`src/rtl/pipe_stall_ctrl_pkg.sv`:
```
// pipe_stall_ctrl_pkg
// Shared definitions for the pipeline stall controller:
//   - md_state_e      : multiply/divide occupancy FSM encoding (IDLE/BUSY)
//   - *_DEFAULT       : default MD latencies and busy-counter width
package pipe_stall_ctrl_pkg;

  typedef enum logic {
    IDLE = 1'b0,
    BUSY = 1'b1
  } md_state_e;

  localparam int MULT_CYCLES_DEFAULT = 5;
  localparam int DIV_CYCLES_DEFAULT  = 10;
  localparam int CNT_W_DEFAULT       = 4;

endpackage

```
`src/rtl/md_busy_fsm.sv`:
```
// md_busy_fsm
// Tracks occupancy of the multiply/divide unit.
// Ports:
//   clk, reset   : clock, asynchronous active-high reset
//   E_md_start   : E-stage instruction starts an MD op this cycle
//   E_md_div     : qualifies E_md_start (1 = div/divu, 0 = mult/multu)
//   Req          : exception request; squashes a start in the same cycle
//   md_busy      : MD unit occupied (combinational, includes start cycle)
//   md_start_ok  : gated start strobe to the MDU
module md_busy_fsm
  import pipe_stall_ctrl_pkg::*;
#(
  parameter int MULT_CYCLES = MULT_CYCLES_DEFAULT,
  parameter int DIV_CYCLES  = DIV_CYCLES_DEFAULT,
  parameter int CNT_W       = CNT_W_DEFAULT
) (
  input  logic clk,
  input  logic reset,
  input  logic E_md_start,
  input  logic E_md_div,
  input  logic Req,
  output logic md_busy,
  output logic md_start_ok
);

  md_state_e        state;
  logic [CNT_W-1:0] cnt;

  // The instruction carrying a start is being flushed when Req is high,
  // so the MDU must not see that start.
  assign md_start_ok = E_md_start & ~Req;

  // The start cycle already counts as busy so a following MD-use
  // instruction in decode stalls without a one-cycle gap.
  assign md_busy = (state == BUSY) | md_start_ok;

  // A running op is never aborted by Req; HI/LO still commit. A start seen
  // while BUSY is ignored, so the counter is never reloaded mid-op.
  always_ff @(posedge clk or posedge reset) begin
    if (reset) begin
      state <= IDLE;
      cnt   <= '0;
    end else begin
      case (state)
        IDLE: begin
          if (md_start_ok) begin
            state <= BUSY;
            cnt   <= E_md_div ? CNT_W'(DIV_CYCLES) : CNT_W'(MULT_CYCLES);
          end
        end
        BUSY: begin
          if (cnt == CNT_W'(1)) begin
            state <= IDLE;
            cnt   <= '0;
          end else begin
            cnt <= cnt - CNT_W'(1);
          end
        end
        default: begin
          state <= IDLE;
          cnt   <= '0;
        end
      endcase
    end
  end

endmodule

```
`src/rtl/pipe_stall_ctrl.sv`:
```
// pipe_stall_ctrl
// Central sequencer for the PC and the F/D, D/E, E/M, M/W stage registers.
// Optional feature macro: STALL_CNT_EN (adds stall_cnt[31:0] output).
// Ports:
//   clk, reset            : clock, asynchronous active-high reset
//   D_hazard              : decode-stage unresolvable data hazard
//   D_md_use              : decode instruction uses the MD unit
//   E_md_start, E_md_div  : E-stage MD start and its div/mult qualifier
//   Req                   : CP0 exception/interrupt request (top priority)
//   PC_en, FD_en, DE_en,
//   EM_en, MW_en          : stage register / PC enables
//   DE_clear              : insert bubble into D/E
//   md_busy, md_start_ok  : MD occupancy and gated start strobe
//   stall_cnt             : (STALL_CNT_EN only) count of effective stall cycles
module pipe_stall_ctrl
  import pipe_stall_ctrl_pkg::*;
#(
  parameter int MULT_CYCLES = MULT_CYCLES_DEFAULT,
  parameter int DIV_CYCLES  = DIV_CYCLES_DEFAULT,
  parameter int CNT_W       = CNT_W_DEFAULT
) (
  input  logic        clk,
  input  logic        reset,
  input  logic        D_hazard,
  input  logic        D_md_use,
  input  logic        E_md_start,
  input  logic        E_md_div,
  input  logic        Req,
  output logic        PC_en,
  output logic        FD_en,
  output logic        DE_clear,
  output logic        DE_en,
  output logic        EM_en,
  output logic        MW_en,
  output logic        md_busy,
`ifdef STALL_CNT_EN
  output logic        md_start_ok,
  output logic [31:0] stall_cnt
`else
  output logic        md_start_ok
`endif
);

  logic stall;

  md_busy_fsm #(
    .MULT_CYCLES (MULT_CYCLES),
    .DIV_CYCLES  (DIV_CYCLES),
    .CNT_W       (CNT_W)
  ) u_md_busy_fsm (
    .clk         (clk),
    .reset       (reset),
    .E_md_start  (E_md_start),
    .E_md_div    (E_md_div),
    .Req         (Req),
    .md_busy     (md_busy),
    .md_start_ok (md_start_ok)
  );

  assign stall = D_hazard | (D_md_use & md_busy);

  // Req wins over stall: every register keeps moving so the stages can
  // flush themselves and the PC can load the handler address.
  always_comb begin
    PC_en    = 1'b1;
    FD_en    = 1'b1;
    DE_clear = 1'b0;
    DE_en    = 1'b1;
    EM_en    = 1'b1;
    MW_en    = 1'b1;
    if (!Req && stall) begin
      PC_en    = 1'b0;
      FD_en    = 1'b0;
      DE_clear = 1'b1;
    end
  end

`ifdef STALL_CNT_EN
  // Only stalls that actually hold the front end are counted.
  always_ff @(posedge clk or posedge reset) begin
    if (reset) begin
      stall_cnt <= '0;
    end else if (stall && !Req) begin
      stall_cnt <= stall_cnt + 32'd1;
    end
  end
`endif

endmodule

```
`config.mk`:
```
export PLATFORM = sky130hd
export DESIGN_NAME = pipe_stall_ctrl
export DESIGN_NICKNAME = d
export VERILOG_FILES = /design/src/rtl/pipe_stall_ctrl_pkg.sv /design/src/rtl/md_busy_fsm.sv /design/src/rtl/pipe_stall_ctrl.sv
export SDC_FILE = /design/constraint.sdc
export NUM_CORES = 1
export LEC_CHECK = 0
export ABC_AREA = 1
export CORE_AREA = 3 3 40 42
export DETAILED_ROUTE_END_ITERATION = 10
export DIE_AREA = 0 0 43 45
export DONT_BUFFER_PORTS = 1
export PLACE_DENSITY = 0.52
export RECOVER_POWER = 50
export SYNTH_ARGS = -nofsm -noshare
export SYNTH_HDL_FRONTEND = slang
export SYNTH_HIERARCHICAL = 1
export SYNTH_SLANG_ARGS = --single-unit
```
`constraint.sdc`:
```
create_clock -name clk -period 2.42 [get_ports clk]
set_input_delay 0.484 -clock clk [delete_from_list [all_inputs] [get_ports clk]]
set_output_delay 0.484 -clock clk [all_outputs]
set_load 0.02 [all_outputs]
```
==> results of run 1 <==
[cells by family (layout without fill, tap and decap cells)]
| kind of cell | Yosys count | after routing | synth area share [%] |
|---|---|---|---|
| and+or+nand+nor | 18 | 18 | 21.3 |
| buffers and inverters | 14 | 14 | 17.9 |
| AOI/OAI and AO/OA | 10 | 10 | 17.6 |
| DFF | 5 | 5 | 33.2 |
| adders and majority gates | 2 | 2 | 6.64 |
| other | 1 | 3 | 0.996 |
| xor gates and xnor gates | 1 | 1 | 2.33 |
[cell usage after synthesis, drive strengths merged]
cell type  number  area [um2]
ha              2        25.0
dfrtp           5         125
inv            10        37.5
o21a            1        7.51
o21bai          1        7.51
nand2           9        43.8
nor2            7        26.3
o21ai           4        23.8
xnor2           1        8.76
conb            1        3.75
nand3           2        10.0
a21oi           4        27.5
buf             4        30.0
[state kept, by name (all words and copies together) (netlist names)]
| name | cells |
|---|---|
| u_md_busy_fsm/cnt | 4 |
| u_md_busy_fsm/state | 1 |
[cell type report]
cell class / count / area [um2]
clock buffers: 4 / 26.3
fillers: 142 / 888
inverters: 10 / 37.5
multi-input cells: 34 / 189
flip-flops and latches: 5 / 125
well taps: 15 / 18.8
[path summary, 6_finish.rpt]
kind	start	endpoint	slack, ns
max in group asynchronous	reset	u_md_busy_fsm/cnt[2]	2.23
worst min register to register	u_md_busy_fsm/cnt[0]	u_md_busy_fsm/cnt[0]	0.48
worst max-delay path	u_md_busy_fsm/state	PC_en	0.60
worst min-delay path	reset	u_md_busy_fsm/cnt[3]	0.03
worst max register to register	u_md_busy_fsm/cnt[0]	u_md_busy_fsm/cnt[2]	1.24
min in group clk	u_md_busy_fsm/cnt[0]	u_md_busy_fsm/cnt[0]	0.48
[layer usage]
layer  share of wire, %  up-vias  wire length [um]
met2                 48        6               281
met4                  0        0                 0
li1                   -      151                 -
met3                5.9        0                34
met5                  0        -                 0
met1                 45      118               264
[through the flow]
| step | hold WS (ns) | total power (W) |
|---|---|---|
| 6_report | 0.0283 | 0.000523 |
| 5_1_grt | 0.0274 | 0.000573 |
| 4_1_cts | 0.0240 | 0.000535 |
| 3_5_place_dp | 0.278 | 0.000439 |
| 3_3_place_gp | 0.278 | 0.000439 |
| 2_1_floorplan | 0.263 | 0.000398 |
[where the power goes]
part,switching (W),internal [W]
sequential,0.0000447,0.000130
clock,0.0000290,0.0000620
combinational,0.000156,0.000102
total,0.000230,0.000293
[critical path, cell delays in order (launching register included)]
cell     delay [ns]
dfrtp_1        0.42
inv_2          0.12
nand2_4        0.10
nand2_1        0.11
nand2_1        0.05
nand2_1        0.29
==> results by group, run 1 <==
Pwr
  • LEAKAGE: 0.215 nW
  • Pwr/cell area: between 1000 and 1500 mW/mm2
  • Maximum vdd ir drop: 0.490 mV

Logic synthesis
  • Sequential area share after synthesis: approximately a third
  • Post-synthesis register bit count: 5
  • Netlist cell types: 19
  • Syn. warnings: 6
  • Cells after Synth: 51
  • Avg Inst Size Synth: ~7.4 um2
  • Synthesized area: 377 um2

Floorplan
  • Horiz. Die Dim: 43 um
  • Core footprint: 0.00128 mm2
  • Initial Util: 29.3%
  • Rows: 13
  • Die Height: about 45 um
  • Die area: 0.00194 mm2
  • I/O Pins: 15

Clocking
  • H-tree depth: 1
  • CTS Hold Bufs: 0
  • Clock transition at path regs: about 0.040 ns
  • TritonCTS buffer count: 3
  • Post-CTS Resized: 0
  • TritonCTS clock tree: done
  • Worst-case clock buffer depth: 2
  • Clock sink count: 5
  • Clock Latency Late Sink: between 0.2 and 0.25 ns
  • CTS Root Cell: clkbuf_4
  • Post-CTS Setup Repair Bufs: 0

Placed design
  • Post-DP HPWL: about 510 um
  • Placed Cells incl. Taps: 64
  • Routability Congestion: approximately 0.75
  • Pre-CTS WS: 0.757 ns
  • PortBufs: 0
  • Area after DPL: ~370 um2

Global route
  • Met3 Resource Use GR: under 10%
  • Initial antenna violation count: 0
  • First-pass GRT wire length: about 850 um
  • Global routing's busiest layer: met2
  • Met2 usage in global routing: between 8 and 9%
  • Pin count of the biggest net entering global routing: 7
  • GRT overflow: 0
  • Met1 Usage GRT: 7.37%
  • Vias in the first global route: between 200 and 250
  • GRT Overall Usage: between 6 and 7%

Worst setup path
  • CP Class: reg -> out
  • Worst Reg-to-Reg Cells: 6
  • Worst setup SP type: flop
  • Crit path DAT: between 1 and 1.5 ns
  • Worst path required time: 1.94 ns
  • Critical Path End Type: primary output
  • Max FO, Critical Path: 6

Routing
  • DRT Pass-1 Iters: 2
  • DRC: 0
  • Vias: between 200 and 300
  • DR vias/cell: between 4 and 5
  • DRT iter0 DRCs: 3
  • Final WL: 581 um
  • ANT nets after route: 0
  • WL/cell: approximately 8.5 um

Final layout
  • Area grow syn2layout: 5.32%
  • Non-filler cells, final: just under 70
  • Post-layout util: between 30% and 40%
  • ANT cells: 0
  • Most frequent cells in the layout: inv_1 (9), nand2_1 (8), nor2_1 (7)
  • Share of layout cells above drive strength 1: approximately 15%
  • Fin nets: 63
  • Commonest non-fill, non-tap cell in the layout: inv_1
  • Finished Cell Area: roughly 400 um2

STA
  • Final worst path period need: roughly 1.8 ns
  • Post-route setup TNS: 0 ns
  • Final hold viol count: 0
  • Pins Over Slew Limit: 0
  • Clk_skew: ~0.00064 ns
  • Max Clk Rate: 0.551 GHz
  • RSZ-0062 raised after global routing: false
  • PnR worst setup slack: 0.604 ns
  • Setup Viol. Count Final: 0
  • Final worst-path cycle share: 75.0%

Min path
  • Worst hold path class: in -> async

Status
  • Status: completed

Run
  • Max cap viols: 0
Note: power is estimated with default switching activity, not from simulation.
==> run 2: changes to the inputs <==
==> constraint.sdc (replaced) <==
create_clock -name clk -period 1.8 [get_ports clk]
set_input_delay 0.36 -clock clk [delete_from_list [all_inputs] [get_ports clk]]
set_output_delay 0.36 -clock clk [all_outputs]
set_load 0.02 [all_outputs]
==> run 2 against run 1 <==
Effect of this change:
- clock skew barely moved
- routed wire length rose by 8.8%
- via count rose by 5.8%
- utilization rose by 0.97 points
- count of clock-buffer cells in the layout did not move
- setup slack got worse by 0.50 ns
- register-to-register slack got worse by 0.61 ns
- critical path type unchanged
- largest cell class unchanged
==> results by group, run 2 (synthesis results as in run 1) <==
Final layout
  • Post-layout util: 31.8% (was 30.9%)
  • Area grow syn2layout: 8.64% (was 5.32%)
  • Biggest regs: u_md_busy_fsm/cnt: 4 flops, u_md_busy_fsm/state: 1 flops (unchanged)
  • Most frequent cells in the layout: inv_1 (9), nand2_1 (7), nor2_1 (7) (was inv_1 (9), nand2_1 (8), nor2_1 (7))
  • ANT cells: 0 (unchanged)
  • Largest register FFs: 4 (unchanged)
  • Share of layout cells above drive strength 1: 16.7% (was 15.1%)
  • Biggest register: u_md_busy_fsm/cnt (unchanged)
  • Fin nets: 64 (was 63)
  • Commonest non-fill, non-tap cell in the layout: inv_1 (unchanged)

Clocking
  • TritonCTS clock tree: done (unchanged)
  • Clock transition at path regs: 0.04 ns (about the same)
  • Post-CTS Setup Repair Bufs: 0 (unchanged)
  • Worst-case clock buffer depth: 2 (unchanged)
  • H-tree depth: 1 (unchanged)
  • Clock sink count: 5 (unchanged)
  • Clock Latency Late Sink: 0.24 ns (was 0.23 ns)
  • TritonCTS buffer count: 3 (unchanged)
  • CTS Root Cell: clkbuf_4 (unchanged)

Global route
  • GRT overflow: 0 (unchanged)
  • Initial antenna violation count: 0 (unchanged)
  • GRT Overall Usage: 7.36% (was 6.45%)
  • First-pass GRT wire length: 1010 um (was 848 um)
  • Pin count of the biggest net entering global routing: 7 (unchanged)
  • Vias in the first global route: 249 (was 231)

Min path
  • Worst hold path class: in -> reg (was in -> async)
  • Hold depth: 2
  • Hold Path End: u_md_busy_fsm/cnt[3]
  • HP Start: E_md_div

Routing
  • DRT iter0 DRCs: 7 (was 3)
  • WL/cell: 9.16 um (was 8.54 um)
  • ANT nets after route: 0 (unchanged)
  • Metal2 WL: 303 um (was 281 um)
  • Vias: 291 (was 275)
  • Final WL: 632 um (was 581 um)
  • DR vias/cell: 4.22 (was 4.04)
  • Uppermost layer routed: met4 (was met3)
  • DRT Pass-1 Iters: 4 (was 2)
  • Met3 routed WL: 38 um (was 34 um)
  • DRC: 0 (unchanged)
  • Met1 WL: 273 um (was 264 um)

STA
  • Final worst path period need: between 1.5 and 2 ns
  • RSZ-0062 raised after global routing: false (unchanged)
  • Max Clk Rate: 0.589 GHz
  • Clk_skew: 0.000904 ns (was 0.000642 ns)
  • Final worst-path cycle share: 94.3%
  • Final hold viol count: 0 (unchanged)
  • Pins Over Slew Limit: 0 (unchanged)
  • Setup Viol. Count Final: 0 (unchanged)
  • Post-route setup TNS: 0 ns (unchanged)

Worst setup path
  • Reg2Reg Capture Point: u_md_busy_fsm/cnt[2] (unchanged)
  • Highest-delay cell along the critical path: dfrtp_1 (unchanged)
  • Crit path buf inv count: 1 (unchanged)
  • Crit path DAT: 1.34 ns (was 1.33 ns)
  • R2R Path Start: u_md_busy_fsm/cnt[0] (unchanged)
  • CP Cell Sequence: inv_2, nand2_4, nand2_1, nand2_1, nand2_1 (unchanged)
  • Worst setup SP type: flop (unchanged)
  • Crit-path most repeated cell: nand2_1 (unchanged)
  • CP Class: reg -> out (unchanged)
  • Critical Path End Type: primary output (unchanged)
  • Worst path required time: 1.44 ns (was 1.94 ns)
  • Critical path's largest stage delay: 0.42 ns (about the same)
  • CP top delay family: simple AND/OR/NAND/NOR gates (unchanged)
  • Reg2Reg Setup Slack: 0.63 ns (was 1.24 ns)
  • Stages on the worst setup path: 5 (unchanged)
  • Max FO, Critical Path: 6 (unchanged)
  • Worst Reg-to-Reg Cells: 6 (unchanged)

Pwr
  • Seq pwr share: 32.8% (was 33.3%)
  • Comb power frac: 49.6% (was 49.3%)
  • Psw: 0.000319 W (was 0.000230 W)
  • LEAKAGE: 0.220 nW (was 0.215 nW)
  • Clk pwr share: 17.6% (was 17.4%)
  • Sw Ratio: 44.5% (was 44.0%)
  • Maximum vdd ir drop: 0.641 mV (was 0.490 mV)
  • P_int: 0.000397 W (was 0.000293 W)
  • Pwr/cell area: 1750 mW/mm2 (was 1320 mW/mm2)

Floorplan
  • Die area: 0.00194 mm2 (unchanged)
  • Rows: 13 (unchanged)
  • Die Height: 45 um (unchanged)
  • I/O Pins: 15 (unchanged)
  • Initial Util: 29.3% (unchanged)
  • Core footprint: 0.00128 mm2 (unchanged)
  • Horiz. Die Dim: 43 um (unchanged)

Placed design
  • Post-DP HPWL: 526 um (was 513 um)
  • PortBufs: 0 (unchanged)
  • Routability Congestion: 0.711 (was 0.752)

Status
  • Status: completed (unchanged)

Run
  • Max cap viols: 0 (unchanged)
[run 2: cell types whose count changed in the layout (fill, tap and decap cells not counted), sizes merged]
| cell | change |
|---|---|
| dlygate4sd3 | +1 |
[run 2: how the worst max path moves through the flow]
stage / slack, ns / end / start
2_1_floorplan: 0.35 / PC_en / u_md_busy_fsm/state
3_3_place_gp: 0.36 / PC_en / u_md_busy_fsm/state
3_5_place_dp: 0.35 / PC_en / u_md_busy_fsm/state
4_1_cts: 0.09 / PC_en / u_md_busy_fsm/state
5_1_grt: 0.003 / FD_en / u_md_busy_fsm/state
6_report: 0.10 / PC_en / u_md_busy_fsm/state
[run 2: routing by layer]
metal	up-vias	global-route usage, %
met5	-	0
met4	0	7.23
met3	2	0.797
met2	8	11.4
met1	126	8.80
li1	155	-
[run 2: cell type report]
type                    count  area (um2)
multi-input cells          34         191
repair buffers              1        10.0
clock buffers               4        26.3
well taps                  15        18.8
inverters                  10        37.5
flip-flops and latches      5         125
fillers                   136         876
[run 2: power by group through the flow]
stage / Combinational [W] / Sequential [W] / Clock [W]
floorplan: 0.000313 / 0.000221 / 0
global placement: 0.000356 / 0.000237 / 0
detailed placement: 0.000357 / 0.000235 / 0
CTS: 0.000360 / 0.000234 / 0.000131
global route: 0.000418 / 0.000247 / 0.000133
finish: 0.000355 / 0.000234 / 0.000126
[run 2: what timing repair did]
item / in CTS / in global routing
hold endpoints to repair: 5 / 0
gates resized for setup: 0 / 0
hold buffers: 1 / 0
[run 2: through the flow]
step / hold WS (ns) / setup WS [ns] / instance area (um2) / cells / power (W)
global placement: 0.154 / 0.358 / 373 / 64 / 0.000593
CTS: 0.360 / 0.0946 / 409 / 69 / 0.000725
global route: 0.370 / 0.00269 / 409 / 69 / 0.000798
finish: 0.361 / 0.102 / 409 / 69 / 0.000715
floorplan: 0.139 / 0.352 / 384 / 53 / 0.000534
detailed placement: 0.155 / 0.354 / 373 / 64 / 0.000593
